<file path="config.mk">
export PLATFORM = sky130hd
export DESIGN_NAME = layernorm_stats
export DESIGN_NICKNAME = d
export VERILOG_FILES = /design/src/rtl/layernorm_stats.sv
export SDC_FILE = /design/constraint.sdc
export NUM_CORES = 2
export LEC_CHECK = 0
export BUFFER_PORTS_ARGS = -buffer_cell sky130_fd_sc_hd__buf_2
export CORE_MARGIN = 4
export CORE_UTILIZATION = 54
export DETAILED_ROUTE_END_ITERATION = 10
export PLACE_DENSITY = 0.7
export SYNTH_ARGS = -nofsm -noshare
export SYNTH_HDL_FRONTEND = slang
export SYNTH_SLANG_ARGS = --single-unit
</file>
<file path="constraint.sdc">
create_clock -name clk -period 9.43 [get_ports clk]
set_clock_uncertainty 0.15 [all_clocks]
set_input_delay 0.943 -clock clk [delete_from_list [all_inputs] [get_ports clk]]
set_output_delay 0.943 -clock clk [all_outputs]
set_load 0.01 [all_outputs]
</file>
<file path="src/rtl/layernorm_stats.sv">
`default_nettype none
// ============================================================================
// layernorm_stats : streaming mean / clamped variance of N-element Q8.8 vectors
// Rev 1.0
// ============================================================================
module layernorm_stats #(
   parameter int N         = 64,
   parameter int VAR_SHIFT = 8
) (
   input  logic        clk,
   input  logic        rst_n,
   input  logic        in_valid,
   output logic        in_ready,
   input  logic [15:0] x_in,
   input  logic        in_last,
   output logic        out_valid,
   input  logic        out_ready,
   output logic [15:0] mean,
   output logic [15:0] var_q16,
   output logic        len_err
);

   localparam int LOG2N = $clog2(N);
   localparam int SUM_W = 16 + LOG2N;
   localparam int SQ_W  = 32 + LOG2N;
   localparam logic [LOG2N-1:0] c_last_idx = LOG2N'(N - 1);

   typedef enum logic [1:0] {
      ACC  = 2'd0,
      CALC = 2'd1,
      OUT  = 2'd2
   } state_t;

   state_t                  state_q;
   logic [LOG2N-1:0]        cnt_q;
   logic signed [SUM_W-1:0] sum_q;
   logic [SQ_W-1:0]         sumsq_q;
   logic [15:0]             mean_q;
   logic [15:0]             var_q16_q;
   logic                    in_ready_q;
   logic                    out_valid_q;
   logic                    len_err_q;

   logic                    w_beat;
   logic                    w_at_last;
   logic signed [31:0]      w_sq_s;
   logic signed [15:0]      w_mean;
   logic signed [31:0]      w_msq_s;
   logic [31:0]             w_ex2;
   logic [31:0]             w_var;
   logic [31:0]             w_var_sh;
   logic [15:0]             w_var_q16;

   assign w_beat    = in_valid && in_ready_q;
   assign w_at_last = (cnt_q == c_last_idx);
   assign w_sq_s    = $signed(x_in) * $signed(x_in);

   // Dividing by N is a shift; taking the upper slice is the floor toward -inf.
   assign w_mean    = sum_q[LOG2N +: 16];
   assign w_ex2     = sumsq_q[LOG2N +: 32];
   assign w_msq_s   = w_mean * w_mean;
   assign w_var     = (w_ex2 >= $unsigned(w_msq_s)) ? (w_ex2 - $unsigned(w_msq_s)) : 32'd0;
   assign w_var_sh  = w_var >> VAR_SHIFT;
   assign w_var_q16 = (|w_var_sh[31:16]) ? 16'hFFFF : w_var_sh[15:0];

   always_ff @(posedge clk or negedge rst_n) begin
      if (!rst_n) begin
         state_q     <= ACC;
         cnt_q       <= '0;
         sum_q       <= '0;
         sumsq_q     <= '0;
         mean_q      <= '0;
         var_q16_q   <= '0;
         in_ready_q  <= 1'b1;
         out_valid_q <= 1'b0;
         len_err_q   <= 1'b0;
      end else begin
         len_err_q <= 1'b0;
         case (state_q)
            ACC: begin
               if (w_beat) begin
                  sum_q     <= sum_q + SUM_W'($signed(x_in));
                  sumsq_q   <= sumsq_q + SQ_W'($unsigned(w_sq_s));
                  // in_last is only a cross-check; cnt alone frames the vector.
                  len_err_q <= in_last ^ w_at_last;
                  if (w_at_last) begin
                     cnt_q      <= '0;
                     in_ready_q <= 1'b0;
                     state_q    <= CALC;
                  end else begin
                     cnt_q <= cnt_q + LOG2N'(1);
                  end
               end
            end
            CALC: begin
               mean_q      <= w_mean;
               var_q16_q   <= w_var_q16;
               out_valid_q <= 1'b1;
               state_q     <= OUT;
            end
            OUT: begin
               if (out_ready) begin
                  out_valid_q <= 1'b0;
                  in_ready_q  <= 1'b1;
                  sum_q       <= '0;
                  sumsq_q     <= '0;
                  cnt_q       <= '0;
                  state_q     <= ACC;
               end
            end
            default: begin
               state_q     <= ACC;
               in_ready_q  <= 1'b1;
               out_valid_q <= 1'b0;
            end
         endcase
      end
   end

   assign in_ready  = in_ready_q;
   assign out_valid = out_valid_q;
   assign mean      = mean_q;
   assign var_q16   = var_q16_q;
   assign len_err   = len_err_q;

endmodule
`default_nettype wire
</file>
Word-level counts from Yosys, hierarchy flattened
Cells that the tools add are included.
{ "totals": {"register_bits": 103, "input_bits": 21, "wordCells": 57} }
{ "classes": {"n_addsub": 4, "multipliers": 2, "n_lt_le_gt_ge": 1, "eq_ne": 6, "mux": 24, "n_bitwise": 3, "reduce_logical": 8} }
{ "op_table": {"columns": ["operator", "n"], "rows": [
  ["$mux W38", 2],
  ["$pmux W38 S2", 1],
  ["$mul A16 B16 Y32", 2],
  ["$mux W22", 2],
  ["$pmux W22 S2", 1],
  ["$add A38 B32 Y38", 1],
  ["$ge A32 B32 Y1", 1],
  ["$mux W32", 1],
  ["$sub A32 B32 Y32", 1],
  ["$add A22 B16 Y22", 1],
  ["$mux W6", 3],
  ["$mux W16", 1],
  ["$pmux W6 S2", 1],
  ["$reduce_or A8 Y1", 1],
  ["$add A6 B1 Y6 const B", 1],
  ["$eq A6 B6 Y1 const B", 1],
  ["$mux W1", 6],
  ["$mux W2", 3],
  ["$ne A2 B2 Y1 const B", 3],
  ["$pmux W1 S3", 2],
  ["$pmux W2 S3", 1],
  ["$reduce_and A3 Y1", 2],
  ["$reduce_and A4 Y1", 1],
  ["$eq A2 B1 Y1 const B", 1],
  ["other kinds (7)", 8]
]} }

Longest topological paths before layout
{ "depth": {"depth_word": 5, "ltp_mapped": 35} }

Worst setup path after synthesis
No wires, ideal clock.
{ "synth_path": {"path_type": "input port to flip-flop", "start": "in x_in[1]", "end": "reg sumsq_q[37]", "arrival_time_ps": 8161, "slack_ps": 996, "path_stages": 29, "path_buffers": 2, "cell_sequence": "clkbuf_1 -> clkbuf_1 -> nand2_1 -> fa_1 -> inv_1 -> fa_1 -> inv_1 -> fa_1 -> inv_1 -> fa_1 -> fa_1 -> fa_1 -> ha_1 -> a21o_1 -> a21o_1 -> a21oi_1 -> o21ai_0 -> a211oi_1 -> o31ai_1 -> or4_1 -> o311ai_0 -> xnor2_1 -> ha_1 -> a21o_1 -> a21o_1 -> or4_1 -> o21ai_0 -> or4_1 -> nand2_1"} }
{ "synth_between": {"elab_chain_cells": 4} }
{ "synth_lines": {"columns": ["element", "line", "rtl"], "rows": [
  ["from (decl)", "14", "input logic [15:0] x_in,"],
  ["$mul A16 B16 Y32", "56", "assign w_sq_s = $signed(x_in) * $signed(x_in);"],
  ["$add A38 B32 Y38", "83", "sumsq_q <= sumsq_q + SQ_W'($unsigned(w_sq_s));"],
  ["$mux W38", "81", "if (w_beat) begin"],
  ["$pmux W38 S2", "79", "case (state_q)"],
  ["to (signal assigned)", "83", null],
  ["to (decl)", "37", "logic [SQ_W-1:0] sumsq_q;"]
]} }
Every way passes these cells. The select of a mux whose other input is x is not followed.
A chain may end at the register's enable or synchronous reset.

Worst setup path after layout
{ "layout_path": {"start": "in x_in[8]", "end": "reg sumsq_q[33]"} }
Same word-level chain as after synthesis.

==> results summary <==
The run finished with clean final reports. The final critical delay including setup and external delays is around 9000 ps. The share of the clock period used by the worst path after layout came out at 94.4%. In the synthesized netlist the dominant register cell turns out to be dfrtp_1. The average instance area after synthesis came out at between 8 and 9 um2. Detailed routing inserted a total of slightly below 20000 vias. The HPWL after detailed placement is ~53000 um. The number of warnings issued by yosys is 0.

The final setup violation count is 0. TritonCTS built the clock tree. The total global routing track utilization is 25.6%. The async set-reset flop share out of synthesis is 100%. The pre-CTS worst setup slack came out at 249 ps. The number of pins with negative max-slew slack in the final report came out at 0. The weighted congestion reported at the end of routability-driven placement came out at 0.946. The average routed wire per standard cell is 17.9 um.

The number of register bits inferred by synthesis came out at 103. The slowest stage of the critical path is the fa_1 cell. The number of max-cap violations is 0. The number of routed nets with antenna violations came out at 0. The largest net degree at the start of global routing is 63. The final core utilization is between 50% and 60%.

The number of enable-type register cells in the synthesized netlist is 0. The path class of the tightest hold or removal check is reg -> reg. The share of the yosys chip area belonging to registers came out at 9.99%. The number of detailed-route iterations in the first pass came out at 5. The leading area contributor after synthesis is fa_1. Leaving out fill and tap cells, the most frequent cell in the layout is inv_1. After detailed routing, the total wire length is about 63000 um. The die footprint came out at 51400 um2.

Ranked by total cell area, the synthesized netlist is headed by fa_1 (37%), ha_1 (12%), dfrtp_1 (9.9%). Setup repair after global routing left no endpoint under its margin. The share of the synthesized area in the top cell type is 37.2%. The worst setup path is of the in -> reg kind. The number of gates resized after CTS was 0. The number of H-tree branching levels came out at 3.

In this run the most critical hold path is launched from mean[5]. The highest net fanout along the worst path came out at 13. The number of antenna diodes in the final layout is 0. The most numerous cell on the critical path is fa_1.

In the final design database the tool counted 3655 nets. The data required time of the worst path came out at between 9000 and 10000 ps. Once routing completed, OpenROAD measured the worst setup slack at 532 ps. Yosys mapped the design onto 83 distinct sky130hd cell types. The measured slew at the worst slew-check pin is between 800 and 900 ps. The first global-routing pass estimated 105000 um of wire. The internal reg-to-reg setup slack is 590 ps. The cell sitting at the root of the clock tree is a clkbuf_16. The detailed router finished its first iteration with 1286 violations. STA classifies the critical path startpoint as an input port.

The source-to-sink clock delay at the later pin of the worst-skew pair came out at about 390 ps. The number of antenna violations at the first check in global routing came out at 0. In this design, the stage delay of the slowest critical-path cell is 540 ps. The die outline height is ~230 um. The source of the worst register-to-register timing path is sum_q[7]. The tree built by TritonCTS fans out to 103 sinks.

Post-CTS timing repair inserted 0 buffers for setup. The number of clock buffers inserted by TritonCTS is 9. The total negative slack is 0 ps. The layout overhead on the synthesized area came out at 5.15%. The synthesized netlist net count is roughly 3600. The post-synthesis instance area came out at 25800 um2. Row generation in the floorplan step produced 79 rows. The initial core utilization came out at a little over half.

The number of buffers added to fix hold violations after cts is 0. The number of global-route vias before repair came to about 21000. The number of buffers between clock root and the deepest sink came out at 2.

Clock-pin slew was measured on the worst setup and hold paths at approximately 90 ps. The number of port buffers came out at 55. Global routing finished with a remaining overflow of 0. The post-route netlist has 4.95% of its cells at a drive strength greater than 1. The critical path capture point type is a flop. In this run the horizontal extent of the chip is approximately 230 um. Leaving out fill and tap cells, the most frequent cells in the layout are inv_1 (640), fa_1 (480), nand2_1 (294). Based on the critical path, the design can be clocked at up to about 0.11 GHz.

The floorplan step defined a core boundary enclosing 47000 um2. The number of filler cells placed in the layout is 4144. The data arrival time of the worst path is 9030 ps. The I/O pin count came out at 56. The critical path startpoint is x_in[8].

The number of endpoints with negative hold slack in the final report was 0. The count of mapped cells out of synthesis came out at slightly below 3000. The relative slew slack came out at 43.3%. After detailed routing, the number of remaining DRC violations is 0.

The per-cell via count in the routed design came out at approximately 5.6.
[logic make-up (layout without fill, tap and decap cells)]
group           count (synthesis)  count (layout)  share of synthesized area [%]
fa+ha+maj                     728             728                           49.2
buf+inv                       726             752                           10.6
simple gates                  708             708                           13.1
compound gates                472             472                           12.0
xor+xnor                      145             145                           4.92
flops                         103             103                           9.99
mux                             3               3                          0.126
[cells in the mapped netlist, drive strengths merged, types with 6 or more instances]
cell type	instances
inv	640
fa	480
nand2	294
ha	248
nor2	127
a21oi	114
o21ai	110
and2	104
dfrtp	102
xnor2	87
clkbuf	78
a21o	59
xor2	58
a31oi	35
nor3	34
nand2b	29
nand3	29
o21bai	20
a211oi	17
o221ai	17
o31ai	17
nand4	16
nor2b	15
o21a	15
and3	13
a22o	10
or2	10
or3	8
buf	7
o211ai	7
nand3b	6
[layer usage]
metal  up-vias  wire length (um)  GRT usage, %
met5         -                 0             0
met1      9829             27800          35.5
li1       9136                 -             -
met2       552             30000          42.9
met4         0              2090          8.25
met3       118              3180          2.51
[final cells by class]
class,instances,area (um2),area share (%)
Tap cell,607,759,2.80
Multi-Input combinational cell,2056,20500,75.5
Timing Repair Buffer,95,578,2.13
Clock buffer,9,225,0.830
Inverter,641,2410,8.86
Clock inverter,7,95.1,0.350
Sequential cell,103,2580,9.50
[registers in the layout, indices dropped and copies added, names as in the netlist]
name / cells
len_err: 1
in_ready: 1
sumsq_q: 38
state_q: 2
mean: 16
out_valid: 1
cnt_q: 6
sum_q: 22
var_q16: 16
[path summary, 6_finish.rpt]
| kind | to | cells after the start |
|---|---|---|
| worst max-delay path | sumsq_q[33] | 29 |
| worst min-delay path | mean[5] | 2 |
| worst max register to register | var_q16[5] | 27 |
| worst min register to register | mean[5] | 2 |
| max in group asynchronous | mean[3] | 2 |
| min in group asynchronous | mean[4] | 1 |
[critical path, delay by kind of cell]
| kind | cells | cell delay (ps) |
|---|---|---|
| buffers and inverters | 6 | 810 |
| AO/OA/AOI/OAI | 7 | 2100 |
| adder cells (fa/ha/maj) | 8 | 3540 |
| XOR/XNOR | 1 | 160 |
| AND/OR/NAND/NOR | 7 | 1510 |
[metrics by stage]
stage / area (um2) / cells / hold WS, ps
floorplan: 25800 / 2885 / 303
global placement: 26800 / 3502 / 303
detailed placement: 26800 / 3502 / 312
CTS: 27100 / 3518 / 335
global route: 27100 / 3518 / 353
finish: 27100 / 3518 / 330
Power is left out: the tool's default activity adds up to more than one toggle a clock period on the data nets, which glitch-free logic cannot reach.
